## src/rtl/traffic_pkg.sv

```systemverilog
// Shared lane-state type, road geometry and road-mask helpers
// for the signal head driver.
package traffic_pkg;

  typedef enum logic [1:0] {
    L_RED,
    L_GREEN,
    L_AMBER
  } lane_state_t;

  localparam int N_ROADS        = 4;
  localparam int LANES_PER_ROAD = 3;
  localparam int N_LANES        = N_ROADS * LANES_PER_ROAD;
  localparam int FLASH_CYC      = 8;

  function automatic int road_of(input int lane);
    return lane / LANES_PER_ROAD;
  endfunction

  function automatic logic [N_LANES-1:0] road_mask(input int road);
    logic [N_LANES-1:0] m;
    m = '0;
    for (int l = 0; l < N_LANES; l++) begin
      m[l] = (road_of(l) == road);
    end
    return m;
  endfunction

  function automatic logic [N_ROADS-1:0] road_hits(
    input logic [N_LANES-1:0] v
  );
    logic [N_ROADS-1:0] h;
    h = '0;
    for (int r = 0; r < N_ROADS; r++) begin
      h[r] = |(v & road_mask(r));
    end
    return h;
  endfunction

endpackage

```

## src/rtl/lane_fsm.sv

```systemverilog
// One lane's red/green/amber sequencer with minimum green,
// full amber and a kill input that forces red at once.
module lane_fsm
  import traffic_pkg::*;
#(
  parameter int MIN_GREEN_CYC = 3,
  parameter int AMBER_CYC     = 4
) (
  input  logic        clock,
  input  logic        clear,
  input  logic        req,
  input  logic        permit,
  input  logic        kill,
  output lane_state_t state,
  output logic        amber_done
);

  localparam int HW = $clog2(MIN_GREEN_CYC + 1);
  localparam int AW = $clog2(AMBER_CYC + 1);
  localparam logic [HW-1:0] HOLD_INIT = HW'(MIN_GREEN_CYC - 1);
  localparam logic [AW-1:0] AMB_INIT  = AW'(AMBER_CYC - 1);

  logic [HW-1:0] hold;
  logic [AW-1:0] amb;

  // Lane sequencing; kill drops straight to red with no amber
  always_ff @(posedge clock or negedge clear) begin
    if (!clear) begin
      state <= L_RED;
      hold  <= '0;
      amb   <= '0;
    end else if (kill) begin
      state <= L_RED;
      hold  <= '0;
      amb   <= '0;
    end else begin
      unique case (state)
        L_RED: begin
          if (req && permit) begin
            state <= L_GREEN;
            hold  <= HOLD_INIT;
          end
        end
        L_GREEN: begin
          if (hold != '0) begin
            hold <= hold - HW'(1);
          end else if (!req) begin
            state <= L_AMBER;
            amb   <= AMB_INIT;
          end
        end
        L_AMBER: begin
          if (amb != '0) begin
            amb <= amb - AW'(1);
          end else begin
            state <= L_RED;
          end
        end
        default: state <= L_RED;
      endcase
    end
  end

  // Flags the edge on which this lane leaves amber for red
  always_comb begin
    amber_done = (state == L_AMBER) && (amb == '0) && !kill;
  end

endmodule

```

## src/rtl/signal_head_driver.sv

```systemverilog
// Grant vector to lamp drives with conflict lockout and all-red clearance.
// Optional fault flash of the red lamps: define SIGNAL_FLASH_EN.
module signal_head_driver
  import traffic_pkg::*;
#(
  parameter int MIN_GREEN_CYC = 3,
  parameter int AMBER_CYC     = 4,
  parameter int ALLRED_CYC    = 2
) (
  input  logic               clock,
  input  logic               clear,
  input  logic [N_LANES-1:0] id,
  output logic [N_LANES-1:0] red,
  output logic [N_LANES-1:0] amber,
  output logic [N_LANES-1:0] green,
  output logic               fault,
  output logic               busy
);

  localparam int CW = $clog2(ALLRED_CYC + 2);
  localparam logic [CW-1:0] ALLRED_INIT = CW'(ALLRED_CYC);

  lane_state_t        st [N_LANES];
  logic [N_LANES-1:0] done;
  logic [N_LANES-1:0] permit;
  logic [N_LANES-1:0] req;
  logic [N_LANES-1:0] grn;
  logic [N_LANES-1:0] amb;
  logic [N_LANES-1:0] rd;
  logic [N_LANES-1:0] act;
  logic [CW-1:0]      allred;
  logic               conflict;
  logic               trip;
  logic               kill;

  for (genvar g = 0; g < N_LANES; g++) begin : g_lane
    lane_fsm #(
      .MIN_GREEN_CYC(MIN_GREEN_CYC),
      .AMBER_CYC    (AMBER_CYC)
    ) u_lane (
      .clock     (clock),
      .clear     (clear),
      .req       (req[g]),
      .permit    (permit[g]),
      .kill      (kill),
      .state     (st[g]),
      .amber_done(done[g])
    );
  end

  // Decode lane states into lamp vectors
  always_comb begin
    grn = '0;
    amb = '0;
    rd  = '0;
    for (int i = 0; i < N_LANES; i++) begin
      grn[i] = (st[i] == L_GREEN);
      amb[i] = (st[i] == L_AMBER);
      rd[i]  = (st[i] == L_RED);
    end
    act = grn | amb;
  end

  // Conflict detect on requests and on live lamps; fault ignores id
  always_comb begin
    conflict = !$onehot0(road_hits(id)) ||
               !$onehot0(road_hits(act));
    trip     = !fault && conflict;
    kill     = fault || trip;
    req      = fault ? '0 : id;
  end

  // Per-lane permit: no other road lit, clearance done or road already green
  always_comb begin
    permit = '0;
    for (int i = 0; i < N_LANES; i++) begin
      permit[i] = !(|(act & ~road_mask(road_of(i)))) &&
                  ((allred == '0) ||
                   (|(grn & road_mask(road_of(i)))));
    end
  end

  // All-red clearance counter, reloaded on every amber to red
  always_ff @(posedge clock or negedge clear) begin
    if (!clear) begin
      allred <= '0;
    end else if (kill) begin
      allred <= '0;
    end else if (|done) begin
      allred <= ALLRED_INIT;
    end else if (allred != '0) begin
      allred <= allred - CW'(1);
    end
  end

  // Sticky fault, cleared only by reset
  always_ff @(posedge clock or negedge clear) begin
    if (!clear) begin
      fault <= 1'b0;
    end else if (trip) begin
      fault <= 1'b1;
    end
  end

  assign green = grn;
  assign amber = amb;
  assign busy  = (|amb) || (allred != '0);

`ifdef SIGNAL_FLASH_EN
  localparam int FW = $clog2(FLASH_CYC + 1);

  logic          flash_on;
  logic [FW-1:0] fcnt;

  // Red flash phase while faulted; first phase is on
  always_ff @(posedge clock or negedge clear) begin
    if (!clear) begin
      flash_on <= 1'b1;
      fcnt     <= '0;
    end else if (trip) begin
      flash_on <= 1'b1;
      fcnt     <= '0;
    end else if (fault) begin
      if (fcnt == FW'(FLASH_CYC - 1)) begin
        fcnt     <= '0;
        flash_on <= ~flash_on;
      end else begin
        fcnt <= fcnt + FW'(1);
      end
    end
  end

  assign red = (fault && !flash_on) ? '0 : rd;
`else
  assign red = rd;
`endif

endmodule
```

## config.mk

```make
export PLATFORM = sky130hd
export DESIGN_NAME = signal_head_driver
export DESIGN_NICKNAME = d
export VERILOG_FILES = /design/src/rtl/traffic_pkg.sv /design/src/rtl/lane_fsm.sv /design/src/rtl/signal_head_driver.sv
export SDC_FILE = /design/constraint.sdc
export NUM_CORES = 1
export LEC_CHECK = 0
export CAP_MARGIN = 20
export CELL_PAD_IN_SITES_DETAIL_PLACEMENT = 1
export CELL_PAD_IN_SITES_GLOBAL_PLACEMENT = 2
export CORE_MARGIN = 2
export CORE_UTILIZATION = 30
export DETAILED_ROUTE_END_ITERATION = 8
export HOLD_SLACK_MARGIN = 0.03
export PLACE_DENSITY_LB_ADDON = 0.1
export SYNTH_ARGS = -nofsm -noshare
export SYNTH_HDL_FRONTEND = slang
export SYNTH_SLANG_ARGS = --single-unit
```

## constraint.sdc

```tcl
create_clock -name clock -period 8.44 [get_ports clock]
set_clock_uncertainty 0.05 [all_clocks]
set_input_delay 1.688 -clock clock [delete_from_list [all_inputs] [get_ports clock]]
set_output_delay 1.688 -clock clock [all_outputs]
set_load 0.005 [all_outputs]
```

-- After elaboration in Yosys (flattened, before gate mapping)
Cells that the tools add are included.
- word-level logic and storage cells: 537
- flip-flop bits (word level): 87
- bits of input ports: 14
- output and inout port bits: 38
- muxes and demuxes: 184
- equal/unequal tests: 96
- reductions and logical operators: 185
- order comparisons: 2
- add/subtract/negate cells: 31
- bitwise logic cells: 1
- operators with widths (cell ; number):
    $mux 2 ; 99
    $mux 3 ; 48
    $reduce_bool 3->1 ; 37
    $ne 3x1->1 const B ; 36
    $ne 3x2->1 const B ; 36
    $reduce_and 4->1 ; 24
    $pmux 2 s3 ; 12
    $pmux 3 s2 ; 12
    $pmux 2 s2 ; 12
    $logic_and 1x1->1 ; 41
    $logic_not 3->1 ; 12
    $reduce_and 3->1 ; 12
    $reduce_or 3->1 ; 12
    $reduce_or 9->1 ; 4
    $sub 3x1->3 const B ; 12
    $logic_not 2->1 ; 13
    $reduce_bool 2->1 ; 13
    $sub 2x1->2 const B ; 13
    $eq 2x1->1 const B ; 12
    $eq 2x2->1 const B ; 12
    $reduce_or 12->1 ; 2
    $mux 12 ; 1
    $or 12x12->12 ; 1
    $add 1x1->2 ; 4
    other kinds (4) ; 19

-- Logic depth before layout (Yosys ltp)
- word-level depth: 15
- depth in mapped cells: 15

-- Cells and area by module
A second synthesis with hierarchy kept.
- cells, all modules: 593
- area total of the unflattened synthesis: 6204.7 µm²
- modules (own cells, without submodules) (module ; instances ; cells an instance ; area each (µm²) ; sequential area each (µm²)):
    lane_fsm (g_lane[0].u_lane ...) ; 9 ; 39 ; 434.2 ; 175.2
    signal_head_driver ; 1 ; 125 ; 1078.5 ; 75.1
    lane_fsm (g_lane[8].u_lane ...) ; 2 ; 39 ; 401.6 ; 175.2
    lane_fsm (g_lane[7].u_lane) ; 1 ; 39 ; 415.4 ; 175.2

-- Least setup slack after synthesis
OpenSTA, ideal clock, no wires.
- path type: in2reg
- from: input port id[0]
- to: register g_lane[0].u_lane.state[0]
- path buffers: 2
- cell stages on the path: 11
- data required time: 8.295 ns
- arrival: 4.295 ns
- setup slack: 4.000 ns
- path through: or3_1 -> fa_1 -> ha_1 -> inv_1 -> ha_1 -> nor3b_1 -> o221a_2 -> clkbuf_1 -> buf_1 -> nand2_1 -> o31ai_1
- cells in the longest elaborated chain, start to end: 10
- RTL lines (element ; line ; RTL):
    from (decl) ; signal_head_driver.sv:12 ; input logic [N_LANES-1:0] id,
    $reduce_or 3->1 ; traffic_pkg.sv:35 ; h[r] = |(v & road_mask(r));
    $add 1x1->2 (implied by the code) ; signal_head_driver.sv:66 ; conflict = !$onehot0(road_hits(id)) ||
    $add 2x2->3 (implied by the code) ; signal_head_driver.sv:66 ;
    $le 3x1->1 (implied by the code) ; signal_head_driver.sv:66 ;
    $logic_not 1->1 ; signal_head_driver.sv:66 ;
    $logic_or 1x1->1 ; signal_head_driver.sv:66 ;
    $logic_and 1x1->1 ; signal_head_driver.sv:68 ; trip = !fault && conflict;
    $logic_or 1x1->1 ; signal_head_driver.sv:69 ; kill = fault || trip;
    $ne 3x2->1 (no source line) / $ne 3x1->1 (equally long branches) ; n/a ;
    $reduce_and 4->1 (no source line) ; n/a ;
    to (signal assigned) ; lane_fsm.sv:48 ; state <= L_AMBER;
    to (signal assigned) ; lane_fsm.sv:56 ; state <= L_RED;
    to (signal assigned) ; lane_fsm.sv:59 ; default: state <= L_RED;
    to (decl) ; lane_fsm.sv:14 ; output lane_state_t state,
Several ways; a longest one is shown, not always the timed one.
A chain may end at the register's enable or synchronous reset.

-- Final worst setup path
- from: input port id[0]
- to: register g_lane[0].u_lane.amb[1]
- cells in the longest elaborated chain, start to end: 10
- RTL lines (element ; line ; RTL):
    $reduce_or 3->1 ; traffic_pkg.sv:35 ;
    $add 1x1->2 (implied by the code) ; signal_head_driver.sv:66 ;
    $add 2x2->3 (implied by the code) ; signal_head_driver.sv:66 ;
    $le 3x1->1 (implied by the code) ; signal_head_driver.sv:66 ;
    $logic_not 1->1 ; signal_head_driver.sv:66 ;
    $logic_or 1x1->1 ; signal_head_driver.sv:66 ;
    $logic_and 1x1->1 ; signal_head_driver.sv:68 ;
    $logic_or 1x1->1 ; signal_head_driver.sv:69 ;
    $ne 3x2->1 (no source line), or another cell as far along ; n/a ;
    $reduce_and 4->1 (no source line) ; n/a ;
    to (signal assigned) ; lane_fsm.sv:54 ; amb <= amb - AW'(1);
    to (decl) ; lane_fsm.sv:24 ; logic [AW-1:0] amb;
Several ways; a longest one is shown, not always the timed one.

==> impl_results.md <==
- Clock Power Share: between 50% and 60%
- Max_slew headroom: a little under a third
- Critical path class: input pin to flop
- Number of global-route vias before repair: 6378
- Top Family by Delay on Critical Path: buffers and inverters
- Total track usage: between 10% and 20%
- Final Core Density: around a third
- WP data required: around 8.6 ns
- CTS clk-pin slew, worst paths: roughly 0.070 ns
- Worst path slowest cell: fa_1
- Sw power: between 0.2 and 0.25 mW
- Core ar.: between 20000 and 25000 um2
- Post-Syn Area: around 6800 um2
- Synth area leader: dfrtp_1
- Main combinational cell family by area after synthesis: simple AND/OR/NAND/NOR gates
- TritonCTS clock tree: yes
- CTS H-tree depth: 3
- FF-to-FF setup slack: 3.90 ns
- Worst-margin pin slew: 1.02 ns
- Chip width: approximately 150 um
- Sequential Area: ~2200 um2
- Synth Area in Adders: around 18%
- Hold worst-path end: g_lane[0].u_lane.amb[1]
- Final Slew Violations: 0
- DPL Wire Length: roughly 16 mm
- Fmax: about 0.19 GHz
- Crit. End Element: flop
- PwrDens: between 100 and 150 nW/um2
- Layout cells sized above 1: approximately 4.7%
- Area contributors post-synth: dfrtp_1 (32%), ha_1 (17%), inv_1 (5.8%)
- Yosys reg bits: 87
- Clk_lat worst skew: 0.36 ns
- R2R cell count: 14
- Synth-to-layout area growth: 16.5%
- FF-to-FF End: g_lane[0].u_lane.amb[2]
- Port buffer count: 51
- Simple-Gate Fraction of Synth Area: a little under a quarter
- Rows: 55
- Hold Crit Start: g_lane[0].u_lane.amb[1]
- Clock buffer depth: 2
- Multiplexer share of the synthesized area: between 1.5 and 2%
- Clock Root Buffer: clkbuf_16
- Final ANT Viol Nets: 0
- Hold Path Stages: 1
- Final hold viol count: 0
- Vias: 5975
- Largest stage delay, worst path: 0.57 ns
- Wire per inst: approximately 19 um
- Post-synth EDFFs: 0
- First-pass GRT wire length: approximately 34 mm
- CTS Hold Buffers Added: 0
- Flop pwr share: 45.7%
- Synth cell types: 65
- CTS Buf Count: 9
- Logic gate share of total power: ~3%
- Fillers: between 2000 and 3000
- Mapped Cells: 790
- Pint: roughly 0.71 mW
- Post-synthesis compound-gate area fraction: 17.6%
- Initial antenna violation count: 0
- Hold Crit Class: flop to flop
- Worst r2r src: g_lane[9].u_lane.state[0]
- Total gr overflow: 0
- WP data arrival: between 5 and 6 ns
- Die Y: ~150 um
- Crit share post-route: between 60% and 70%
- Crit-path cells: clkdlybuf4s50_1 > or3_1 > fa_1 > ha_1 > inv_1 > ha_1 > nor3b_1 > o221a_2 > inv_2 > buf_4 > a31oi_1 > a211oi_1 > a21o_1
- Multi-input logic area: between 4000 and 5000 um2
- RSZ-0062 raised after global routing: no
- Area share of xor/xnor cells in the synthesized design: less than 1%
- Via-per-instance ratio: 5.33
- Setup violators final: 0
- Worst setup margin: 3.12 ns
- Area share of the largest cell type after synthesis: a little under a third
- Post-CTS setup buffers: 0
- VDD IR max: approximately 0.000075 V
- Asr flop ratio synth: 100%
- Drt first pass iters: 4
- Pin count of the biggest net entering global routing: between 70 and 80
- Starting Density: a little under a third
- WHS: roughly 0.44 ns
- Inserted Diodes: 0
- Clock sink total: 87
- Startpoint types: input pin
- Place WS: approximately 2.7 ns
- Post-Route WL: approximately 21 mm
- Crit path buf inv count: 4
- Total power draw: 0.911 mW
- Status: finished, final reports clean
- Sequential element share of the synthesized area: between 30% and 40%
- Iter 0 DRT Violations: 237
- Io pins: between 50 and 60
- Yosys warns: 0
- DRC: 0
- Synth Flop Type: dfrtp_1
- Final min period: 5.32 ns
- Routability Congestion: approximately 0.79
- Syn nets: approximately 900
- Avg Cell Area, Syn: between 8 and 9 um2
- Final setup TNS: 0 ns
- Die area: between 20000 and 25000 um2
- Critical path peak fanout: 26
- Leakage Power: between 3 and 4 nW
- Layout net count: approximately 940
- Max_cap viols: 0
- Switching part of the total power: 22.2%
- # resized after CTS: 0
- Most frequent CP cell: ha_1
[cell families after synthesis]
family	after synthesis
DFF	87
muxes	10
AOI/OAI and AO/OA	173
buffers and inverters	130
adders and majority gates	97
xor gates and xnor gates	1
and+or+nand+nor	292
[worst max path at each step]
| stage | start | end | slack [ns] | cells past startpoint |
|---|---|---|---|---|
| finish | id[0] | g_lane[0].u_lane.amb[1] | 3.12 | 13 |
| global route | id[0] | g_lane[0].u_lane.amb[2] | 2.88 | 13 |
| CTS | id[0] | g_lane[0].u_lane.amb[0] | 3.12 | 13 |
| detailed placement | id[0] | g_lane[0].u_lane.amb[1] | 2.73 | 13 |
| global placement | id[0] | g_lane[0].u_lane.amb[2] | 2.88 | 13 |
| floorplan | id[0] | g_lane[0].u_lane.state[0] | 4.00 | 11 |
[cells in the final DEF (no fill, tap or decap), drive strengths merged, types with 20 or more instances in the layout]
| cell type | n |
|---|---|
| a21oi | 33 |
| and3 | 25 |
| clkdlybuf4s50 | 50 |
| dfrtp | 87 |
| ha | 95 |
| inv | 107 |
| nand2 | 48 |
| nand3 | 39 |
| nand3b | 20 |
| nor2 | 45 |
| nor2b | 34 |
| o21ai | 58 |
[synthesized netlist by cell type, types with 3 or more instances]
master	instances
a211oi_1	3
a21o_1	9
a21oi_1	33
a221oi_1	5
a311oi_1	11
and3_1	25
buf_1	5
buf_2	3
clkbuf_1	14
dfrtp_1	87
ha_1	95
inv_1	106
mux2i_1	8
nand2_1	48
nand2b_1	7
nand3_1	39
nand3b_1	20
nand4_1	14
nor2_1	45
nor2b_1	34
nor3_1	18
nor3b_1	5
nor4_1	7
nor4b_1	3
o211ai_1	5
o21ai_0	38
o21ai_1	20
o221ai_1	4
o22ai_1	4
o311a_1	3
o31ai_1	5
o41ai_2	3
or3_1	12
or4_1	3
or4b_2	6
[per-stage QoR]
| stage | std cells | instance area, um2 |
|---|---|---|
| 2_1_floorplan | 790 | 6820 |
| 3_3_place_gp | 1107 | 7620 |
| 3_5_place_dp | 1107 | 7620 |
| 4_1_cts | 1122 | 7950 |
| 5_1_grt | 1122 | 7950 |
| 6_report | 1122 | 7950 |
[per-layer routing]
metal	global-route usage [%]	part of all wire, %	routed length [um]
met5	0	0	0
met4	5.73	1.6	342
met3	1.99	2.4	505
met2	31.3	49	10200
met1	24.2	47	9910
[worst reg2reg max path, delay by kind of cell, from the launching register on]
kind                     cells  cell delay, ns
AO/OA/AOI/OAI                4            0.77
buffers and inverters        4            1.03
AND/OR/NAND/NOR              2            0.69
flip-flops                   1            0.38
adder cells (fa/ha/maj)      4            1.47
[registers in the layout (all words and copies together) (netlist names)]
signal               flops
allred                   2
g_lane.u_lane.amb       36
g_lane.u_lane.hold      24
fault                    1
g_lane.u_lane.state     24
[layout make-up]
cell class              instances  area share [%]
clock buffers                  12            3.35
clock inverters                 3           0.818
inverters                     107            5.05
multi-input cells             573            52.1
flip-flops and latches         87            27.4
well taps                     285            4.49
repair buffers                 55            6.77
[power by group through the flow]
stage / clock network, mW / logic (mW) / registers, mW
finish: 0.467 / 0.0272 / 0.417
global route: 0.497 / 0.0308 / 0.416
CTS: 0.482 / 0.0282 / 0.417
detailed placement: 0 / 0.0281 / 0.425
global placement: 0 / 0.0276 / 0.425
floorplan: 0 / 0.00732 / 0.425
(Power assumes the default switching activity.)
